## src/rtl/codeword_tx.sv

```systemverilog
// codeword_tx: serialises one 7-bit Hamming codeword plus its overall parity as a
// 10-bit frame (start, codeword[0..6], parity, stop), each bit held CLKS_PER_BIT cycles.
// Latency: line falls one cycle after accept. in_ready is low while a frame is in flight.
module codeword_tx #(
  parameter int CLKS_PER_BIT = 4
) (
  input  logic       clk,
  input  logic       rst_n,
  input  logic       in_valid,
  output logic       in_ready,
  input  logic [0:6] codeword,
  input  logic       parity,
  output logic       tx_out,
  output logic       busy,
  output logic       done
);

  // A one-cycle bit time still needs a 1-bit counter so the compare below is legal.
  localparam int            CW       = (CLKS_PER_BIT > 1) ? $clog2(CLKS_PER_BIT) : 1;
  localparam logic [CW-1:0] CYC_LAST = CW'(CLKS_PER_BIT - 1);

  typedef enum logic [2:0] {
    S_IDLE,
    S_START,
    S_DATA,
    S_PARITY,
    S_STOP
  } state_t;

  state_t        state_q, state_d;
  logic [CW-1:0] cyc_q, cyc_d;
  logic [2:0]    bit_q, bit_d;
  logic [0:6]    shift_q, shift_d;
  logic          par_q, par_d;
  logic          tx_q, tx_d;
  logic          rdy_q, rdy_d;
  logic          busy_q, busy_d;
  logic          done_q, done_d;
  logic          bit_end;

  assign bit_end = (cyc_q == CYC_LAST);

  // Next-state, datapath and registered-output decode; outputs are computed from
  // the next state so every output pin comes straight from a flop.
  always_comb begin
    state_d = state_q;
    cyc_d   = cyc_q;
    bit_d   = bit_q;
    shift_d = shift_q;
    par_d   = par_q;
    done_d  = 1'b0;
    tx_d    = 1'b1;

    if (state_q == S_IDLE) begin
      cyc_d = '0;
      if (in_valid && rdy_q) begin
        shift_d = codeword;
        par_d   = parity;
        cyc_d   = '0;
        bit_d   = '0;
        state_d = S_START;
      end
    end else begin
      cyc_d = bit_end ? '0 : cyc_q + CW'(1);
      if (bit_end) begin
        unique case (state_q)
          S_START:  state_d = S_DATA;
          S_DATA: begin
            // Move the next codeword bit into position 0 for the line.
            shift_d = {shift_q[1:6], 1'b0};
            bit_d   = bit_q + 3'd1;
            if (bit_q == 3'd6) state_d = S_PARITY;
          end
          S_PARITY: state_d = S_STOP;
          S_STOP: begin
            state_d = S_IDLE;
            done_d  = 1'b1;
          end
          default:  state_d = S_IDLE;
        endcase
      end
    end

    unique case (state_d)
      S_IDLE:   tx_d = 1'b1;
      S_START:  tx_d = 1'b0;
      S_DATA:   tx_d = shift_d[0];
      S_PARITY: tx_d = par_d;
      S_STOP:   tx_d = 1'b1;
      default:  tx_d = 1'b1;
    endcase

    rdy_d  = (state_d == S_IDLE);
    busy_d = (state_d != S_IDLE);
  end

  // State and output registers; reset forces the line high immediately, aborting any frame.
  always_ff @(posedge clk or negedge rst_n) begin
    if (!rst_n) begin
      state_q <= S_IDLE;
      cyc_q   <= '0;
      bit_q   <= '0;
      shift_q <= '0;
      par_q   <= 1'b0;
      tx_q    <= 1'b1;
      rdy_q   <= 1'b1;
      busy_q  <= 1'b0;
      done_q  <= 1'b0;
    end else begin
      state_q <= state_d;
      cyc_q   <= cyc_d;
      bit_q   <= bit_d;
      shift_q <= shift_d;
      par_q   <= par_d;
      tx_q    <= tx_d;
      rdy_q   <= rdy_d;
      busy_q  <= busy_d;
      done_q  <= done_d;
    end
  end

  assign tx_out   = tx_q;
  assign in_ready = rdy_q;
  assign busy     = busy_q;
  assign done     = done_q;

endmodule

```

## config.mk

```make
export PLATFORM = sky130hd
export DESIGN_NAME = codeword_tx
export DESIGN_NICKNAME = d
export VERILOG_FILES = /design/src/rtl/codeword_tx.sv
export SDC_FILE = /design/constraint.sdc
export NUM_CORES = 1
export LEC_CHECK = 0
export ABC_CLOCK_PERIOD_IN_PS = 1700
export BUFFER_PORTS_ARGS = -buffer_cell sky130_fd_sc_hd__buf_4
export CORE_UTILIZATION = 48
export DETAILED_ROUTE_END_ITERATION = 12
export GPL_ROUTABILITY_DRIVEN = 0
export PLACE_DENSITY_LB_ADDON = 0.3
export SYNTH_ARGS = -nofsm -noshare
export SYNTH_HDL_FRONTEND = slang
export SYNTH_SLANG_ARGS = --single-unit
export TNS_END_PERCENT = 50
```

## constraint.sdc

```tcl
create_clock -name clk -period 1.7 [get_ports clk]
set_clock_uncertainty 0.15 [all_clocks]
set_input_delay 0.17 -clock clk [delete_from_list [all_inputs] [get_ports clk]]
set_output_delay 0.17 -clock clk [all_outputs]
set_load 0.01 [all_outputs]
```

# Yosys cells after proc, flatten, opt, wreduce, memory -nomap -nowiden
# Cells that the tools add are included.
totals:
  input_bits: 11
  elab_cells: 50
  ramBits: 0
  ff_bits: 20
  memories: 0
  latchBits: 0
  out_inout_bits: 4
  rom_bits: 0
op_classes:
  div_mod_pow: 0
  n_bitwise: 0
  order_cmp: 0
  multipliers: 0
  n_reduce_logical: 7
  n_addsub: 2
  eq_ne: 10
  shifts: 0
  n_mux: 21
op_table:
  columns: ["op", "count"]
  rows:
  - ["7-bit two-way mux", 4]
  - ["3-bit two-way mux", 8]
  - ["3-bit by 2-bit == test with 1-bit output (second input constant)", 4]
  - ["3-bit one-hot mux with 3 select lines", 1]
  - ["3-bit by 1-bit == test with 1-bit output (second input constant)", 2]
  - ["3-bit == test (second input constant)", 2]
  - ["3-bit logical NOT", 2]
  - ["1-bit two-way mux", 5]
  - ["2-bit two-way mux", 2]
  - ["2-bit nonzero test", 2]
  - ["3-bit by 1-bit adder with 3-bit output (second input constant)", 1]
  - ["1-bit one-hot mux with 3 select lines", 1]
  - ["3-bit AND reduction", 1]
  - ["3-bit nonzero test", 1]
  - ["2-bit by 1-bit adder with 2-bit output (second input constant)", 1]
  - ["2-bit == test (second input constant)", 1]
  - ["2-bit by 1-bit inequality test with 1-bit output (second input constant)", 1]
  - ["1-bit logical AND", 1]

# Longest topological paths before layout
# Gate-level depths: netlist (run 1).
logic_depth:
  ltp_word: 7
  depth_mapped: 8
  depth_no_buf: 7

# Worst setup path before layout (run 1)
# No wires, ideal clock.
synth_timing:
  path_kind: "register to register"
  startpoint: "register cyc_q[0]"
  endpoint: "register busy_q (netlist: busy)"
  setup_slack_ps: -23
  n_path_buf: 1
  setup_time_ps: 135
  arrival_ps: 1438
  stages_incl_launch_ff: 7
  t_required_ps: 1415
  period_less_slack_ps: 1723
  path_cell_list: "dfrtp_1 ha_1 buf_6 and3b_1 a21oi_1 o21bai_2 or3_4"
synth_via:
  elab_chain_cells: 4
synth_rtl:
  columns: ["element", "line_no", "rtl"]
  rows:
  - ["from (decl)", "31", "logic [CW-1:0] cyc_q, cyc_d;"]
  - ["from (signal assigned)", "111", "cyc_q <= cyc_d;"]
  - ["2-bit == test", "41", "assign bit_end = (cyc_q == CYC_LAST);"]
  - ["3-bit two-way mux", "65", "if (bit_end) begin"]
  - ["3-bit two-way mux", "54", "if (state_q == S_IDLE) begin"]
  - ["via state_d[1]", "30", "state_t state_q, state_d;"]
  - ["3-bit nonzero test", "94", "busy_d = (state_d != S_IDLE);"]
  - ["via busy_d", "37", "logic busy_q, busy_d;"]
  - ["to (signal assigned)", "117", "busy_q <= busy_d;"]
  - ["to (decl)", "37", null]
# The timed path passes the listed nets, and every way through them passes these cells.
# A chain may end at the register's enable or synchronous reset.

# Worst setup path in the final report (run 1)
layout_timing:
  startpoint: "register rdy_q (netlist: in_ready)"
  endpoint: "register tx_q (netlist: tx_out)"
layout_via:
  word_cells_on_any_way: 11
  classes_between: "3 x eq/ne; 7 x mux; 1 x reduce/logical"
layout_rtl:
  columns: ["element", "line_no", "rtl"]
  rows:
  - ["from (decl)", "36", "logic rdy_q, rdy_d;"]
  - ["from (signal assigned)", "116", "rdy_q <= rdy_d;"]
  - ["1-bit logical AND", "56", "if (in_valid && rdy_q) begin"]
  - ["1-bit two-way mux", "56", null]
  - ["1-bit two-way mux", "54", null]
  - ["via par_d", "34", "logic par_q, par_d;"]
  - ["1-bit one-hot mux with 3 select lines", "84", "unique case (state_d)"]
  - ["via tx_d", "35", "logic tx_q, tx_d;"]
  - ["to (signal assigned)", "115", "tx_q <= tx_d;"]
  - ["to (decl)", "35", null]
# The timed path passes the listed nets, and every way through them passes these cells. The select of a mux whose other input is x is not followed.

==> flow_summary.toml, run 1 <==
[critical_path]
critPathLaunchType = "flip-flop"
reg2reg_to = "tx_out$_DFF_PN1_"
rrSetupSlack_ps = 20
end_kind = "flip-flop"
crit_fanout = 3
cp.arrival_ps = 1770
required_ps = 1790
reg2reg_depth = 5
rr_startpoint = "in_ready$_DFF_PN1_"
worstSetupPathType = "reg2reg"

[place]
dp_hpwl_um = 1310
io_buffers = 14
place_ws_ps = 6.45

[clocking]
path_clk_slew_ps = 110
clkSinkCount = 20
cts-root-buf = "clkbuf_4"
ctsLongestPathBuffers = 2
htreeDepth = 1
cts_tree = "done"
cts_made_buffers = 3
clk_latency_ps = 300

[grt]
gr-total-overflow = 0
grt_use_met3 = 0.0235
grt_pass1_vias = 732
grt_max_degree = 21
grt_pass1_wl_um = 3220
track_usage = 0.223
antenna_found_initial = 0
gr-max-usage-layer = "met2"
met2_usage = 0.375
gr-usage-met1 = 0.268

[detailed_routing]
ant_nets = 0
routed_via_density = 5.32
drt_wl_total_um = 1920
drt-wirelength-per-cell_um = 13.3
drt-pass1-iter-count = 4
drt-initial-drc-count = 14
vias = 766
drc = 0

[yosys]
async_flop_share = 1.00
syn_nets = 101
synth-seq-cells = 20
synth_edf_count = 0
synth_cells = 87
ys_seq_area_frac = 0.532
synth_flop_cell = "dfrtp_1"
ys_warn_count = 0
syn_area_per_cell_um2 = 10.9
synth.distinct_cells = 31
netlist_area_um2 = 946

[finish]
layout_commonest_cell = "buf_4"
nFillCells = 140
final_cell_mix = "buf_4, nand2_1, dfrtp_1"
syn_to_final_growth_pct = 31.9
nets = 134
drive_above_1_share = 0.345
n_antenna_cell = 0

[timing]
min_period_ps = 1680
rsz0062_at_grt = "yes"
setup_ws_ps = 18.6
max_slew_margin = 0.773
finalHoldViolCount = 0
fmax_mhz = 595
finalSetupViolations = 0
tightest_slew_ps = 330
slew_viol_final = 0
period_share = 0.989
whs_ps = 110

[floorplanning]
num_rows = 15
ioPinCount = 15
initial_utilization = 0.531
die_y_um = 46.4
core_um2 = 1780
dieWidth_um = 46.4
dieArea_um2 = 2150

[power_and_ir_drop]
p_per_area_nw_per_um2 = 877
power.leakage_nw = 0.596
ir_drop_mv = 0.739

[flow_run]
maxCapViolCount = 0

[min_path]
hp-class = "in2async"

[status]
outcome = "finished, final reports clean"
## routing by layer
metal  vias up  routed length, µm
met1       380                797
met5         -                  0
met4         0                 44
met2        17               1030
met3         5                 48
li1        364                  -
## report_power, final
part           switching (mW)  leakage [nW]  internal, mW
logic                   0.128         0.336         0.148
registers              0.0411         0.246         0.542
clock network           0.143        0.0150        0.0917
## synthesized netlist by cell type, types with 2 or more instances
library cell  count  area [µm²]
buf_6             3        33.8
o21ai_0           4        20.0
nand2_1          18        67.6
inv_1             2        7.51
dfstp_2           2        52.6
nor2_1            4        15.0
a22oi_1           6        45.0
nand3_1           3        15.0
dfrtp_1          18         450
ha_1              3        37.5
nor2b_1           3        18.8
nor3_1            2        10.0
## through the flow
| step | instance area, µm² | total power, mW | setup TNS, ps | cells | util |
|---|---|---|---|---|---|
| floorplan | 950 | 0.733 | 0 | 87 | - |
| global placement | 1100 | 0.819 | 0 | 130 | 0.620 |
| detailed placement | 1100 | 0.834 | 0 | 130 | 0.620 |
| CTS | 1210 | 1.08 | 0 | 142 | 0.681 |
| global route | 1250 | 1.15 | -90.5 | 144 | 0.700 |
| finish | 1250 | 1.09 | 0 | 144 | 0.700 |
## state kept, by name (all words and copies together), names as in the netlist
| name | flops |
|---|---|
| bit_q | 3 |
| busy | 1 |
| cyc_q | 2 |
| done | 1 |
| in_ready | 1 |
| par_q | 1 |
| shift_q | 7 |
| state_q | 3 |
| tx_out | 1 |
## how the worst max path moves through the flow
stage / end / from / slack [ps] / cells after the start
3_5_place_dp: tx_out$_DFF_PN1_ / state_q[1]$_DFF_PN0_ / 6 / 5
5_1_grt: tx_out$_DFF_PN1_ / bit_q[0]$_DFFE_PN0P_ / -60 / 8
6_report: tx_out$_DFF_PN1_ / in_ready$_DFF_PN1_ / 20 / 5
3_3_place_gp: busy$_DFF_PN0_ / cyc_q[0]$_DFF_PN0_ / 40 / 5
4_1_cts: tx_out$_DFF_PN1_ / state_q[2]$_DFF_PN0_ / 20 / 5
2_1_floorplan: busy$_DFF_PN0_ / cyc_q[0]$_DFF_PN0_ / 0.6 / 6
## final cells by class
class                   count  area [µm²]  share of cell area
clock buffers               4        26.3              0.0211
inverters                   3        11.3             0.00903
well taps                  25        31.3              0.0251
repair buffers             32         260               0.209
flip-flops and latches     20         504               0.404
multi-input cells          60         414               0.332
## critical path, stage by stage (launching register included)
cell,delay (ps)
dfstp_2,560
nand2_2,80
nor3_4,220
mux2_4,330
a21boi_1,160
o21bai_1,110
## what timing repair did
action | in CTS | in global routing
resized for setup | 2 | 3
hold endpoints to repair | 27 | 0
buffers inserted | 0 | 2
hold buffers | 8 | 0
endpoints found under the setup margin | 2 | 3
pin swaps | 0 | 4
## kinds of logic after synthesis
family,after synthesis,share of synthesized area
AND/OR/NAND/NOR,38,0.220
flip-flops,20,0.532
AO/OA/AOI/OAI,16,0.118
buffers and inverters,7,0.0556
adder cells (fa/ha/maj),3,0.0397
multiplexers,2,0.0265
XOR/XNOR,1,0.00926
(Power assumes the default switching activity.)
==> inputs of run 2 (changes only) <==
--- a/config.mk
+++ b/config.mk
@@ -10,7 +10,7 @@
 export CORE_UTILIZATION = 48
 export DETAILED_ROUTE_END_ITERATION = 12
 export GPL_ROUTABILITY_DRIVEN = 0
-export PLACE_DENSITY_LB_ADDON = 0.3
+export PLACE_DENSITY = 0.81
 export SYNTH_ARGS = -nofsm -noshare
 export SYNTH_HDL_FRONTEND = slang
 export SYNTH_SLANG_ARGS = --single-unit
==> flow_summary.toml, run 2 (synthesized netlist as in run 1, its figures left out) <==
[status]
outcome = "finished, final reports clean"

[floorplanning]
die_y_um = 46.4
dieArea_um2 = 2150
dieWidth_um = 46.4
ioPinCount = 15
num_rows = 15
core_um2 = 1780
initial_utilization = 0.531

[finish]
syn_to_final_growth_pct = 30.7
largestRegisters = "shift_q: 7 flops, bit_q: 3 flops, state_q: 3 flops"
nets = 131
fin_util = 0.693
layout_commonest_cell = "buf_4"
n_antenna_cell = 0
regMostFlops = "shift_q"
layoutNonFillerInstCount = 141
design_area_um2 = 1240
final_cell_mix = "buf_4, nand2_1, dfrtp_1"
largest_reg_flops = 7
drive_above_1_share = 0.336

[detailed_routing]
vias = 728
drt_wl_total_um = 1840
ant_nets = 0
drc = 0
drt-wirelength-per-cell_um = 13.1
drt-pass1-iter-count = 2
routed_via_density = 5.16
drt-initial-drc-count = 4

[grt]
antenna_found_initial = 0
grt_pass1_wl_um = 3040
grt_max_degree = 21
grt_pass1_vias = 722
gr-total-overflow = 0
track_usage = 0.207

[critical_path]
crit_family = "simple AND/OR/NAND/NOR gates"
crit_fanout = 6
worstSetupPathType = "reg2reg"
cp_num_buf_inv = 0
required_ps = 1740
slowest_delay_ps = 430
crit_chain = "ha_4 > and3b_1 > a21oi_2 > o21bai_2 > or3_4"
cp.arrival_ps = 1700
critPathLaunchType = "flip-flop"
cpMaxStageDelayCell = "dfrtp_1"
end_kind = "flip-flop"

[clocking]
cts-root-buf = "clkbuf_4"
clk_latency_ps = 300
clkSinkCount = 20
htreeDepth = 1
cts_made_buffers = 3
cts_setup_buffers = 0
path_clk_slew_ps = 110
cts_tree = "done"
ctsLongestPathBuffers = 2

[min_path]
hp-class = "in2async"

[place]
io_buffers = 14
placed_area_um2 = 1100
dp_hpwl_um = 1260
dpl.cell_count = 129

[power_and_ir_drop]
power.leakage_nw = 0.590
p_per_area_nw_per_um2 = 902
ir_drop_mv = 0.695

[timing]
slew_viol_final = 0
tightest_slew_ps = 283
finalSetupViolations = 0
whs_ps = 119
min_period_ps = 1660
max_slew_margin = 0.806
fmax_mhz = 603
period_share = 0.976
finalHoldViolCount = 0

[flow_run]
maxCapViolCount = 0
run 2: report_power, final:
part | switching, mW | internal, mW
Clock | 0.144 | 0.131
Combinational | 0.124 | 0.135
Sequential | 0.0394 | 0.542
run 2: per-stage QoR:
stage	setup TNS (ps)	setup slack [ps]	power, mW
6_report	0	40.3	1.12
5_1_grt	-24.9	-24.9	1.18
4_1_cts	0	31.1	1.11
3_5_place_dp	-8.41	-8.41	0.821
3_3_place_gp	0	35.6	0.810
2_1_floorplan	0	0.566	0.733
run 2: per-layer routing:
layer	routed length, µm	GRT usage	up-vias	part of all wire
li1	-	-	360	-
met1	816	0.250	346	0.44
met4	25	0.0647	0	0.014
met2	920	0.331	18	0.50
met5	0	0	-	0
met3	81	0.0902	4	0.044
run 2: area by class of cell:
class,count,area [µm²]
Clock buffer,4,36.3
Fill cell,141,547
Inverter,3,11.3
Multi-Input combinational cell,60,415
Sequential cell,20,504
Tap cell,25,31.3
Timing Repair Buffer,29,238
run 2: worst paths after layout:
kind | slack (ps) | cells past startpoint | end | start
max in group asynchronous | 1020 | 2 | in_ready$_DFF_PN1_ | rst_n
min in group clk | 170 | 4 | shift_q[0]$_DFF_PN0_ | codeword[0]
min | 120 | 2 | cyc_q[0]$_DFF_PN0_ | rst_n
max reg2reg | 40 | 5 | busy$_DFF_PN0_ | cyc_q[0]$_DFF_PN0_
max | 40 | 5 | busy$_DFF_PN0_ | cyc_q[0]$_DFF_PN0_
min reg2reg | 340 | 2 | shift_q[2]$_DFFE_PN0P_ | shift_q[2]$_DFFE_PN0P_
run 2: what timing repair did:
action                                 4_1_cts  5_1_grt
resized for setup                            2        3
setup endpoints to repair                    2        7
hold buffers                                 8        0
endpoints found under the hold margin       27        0
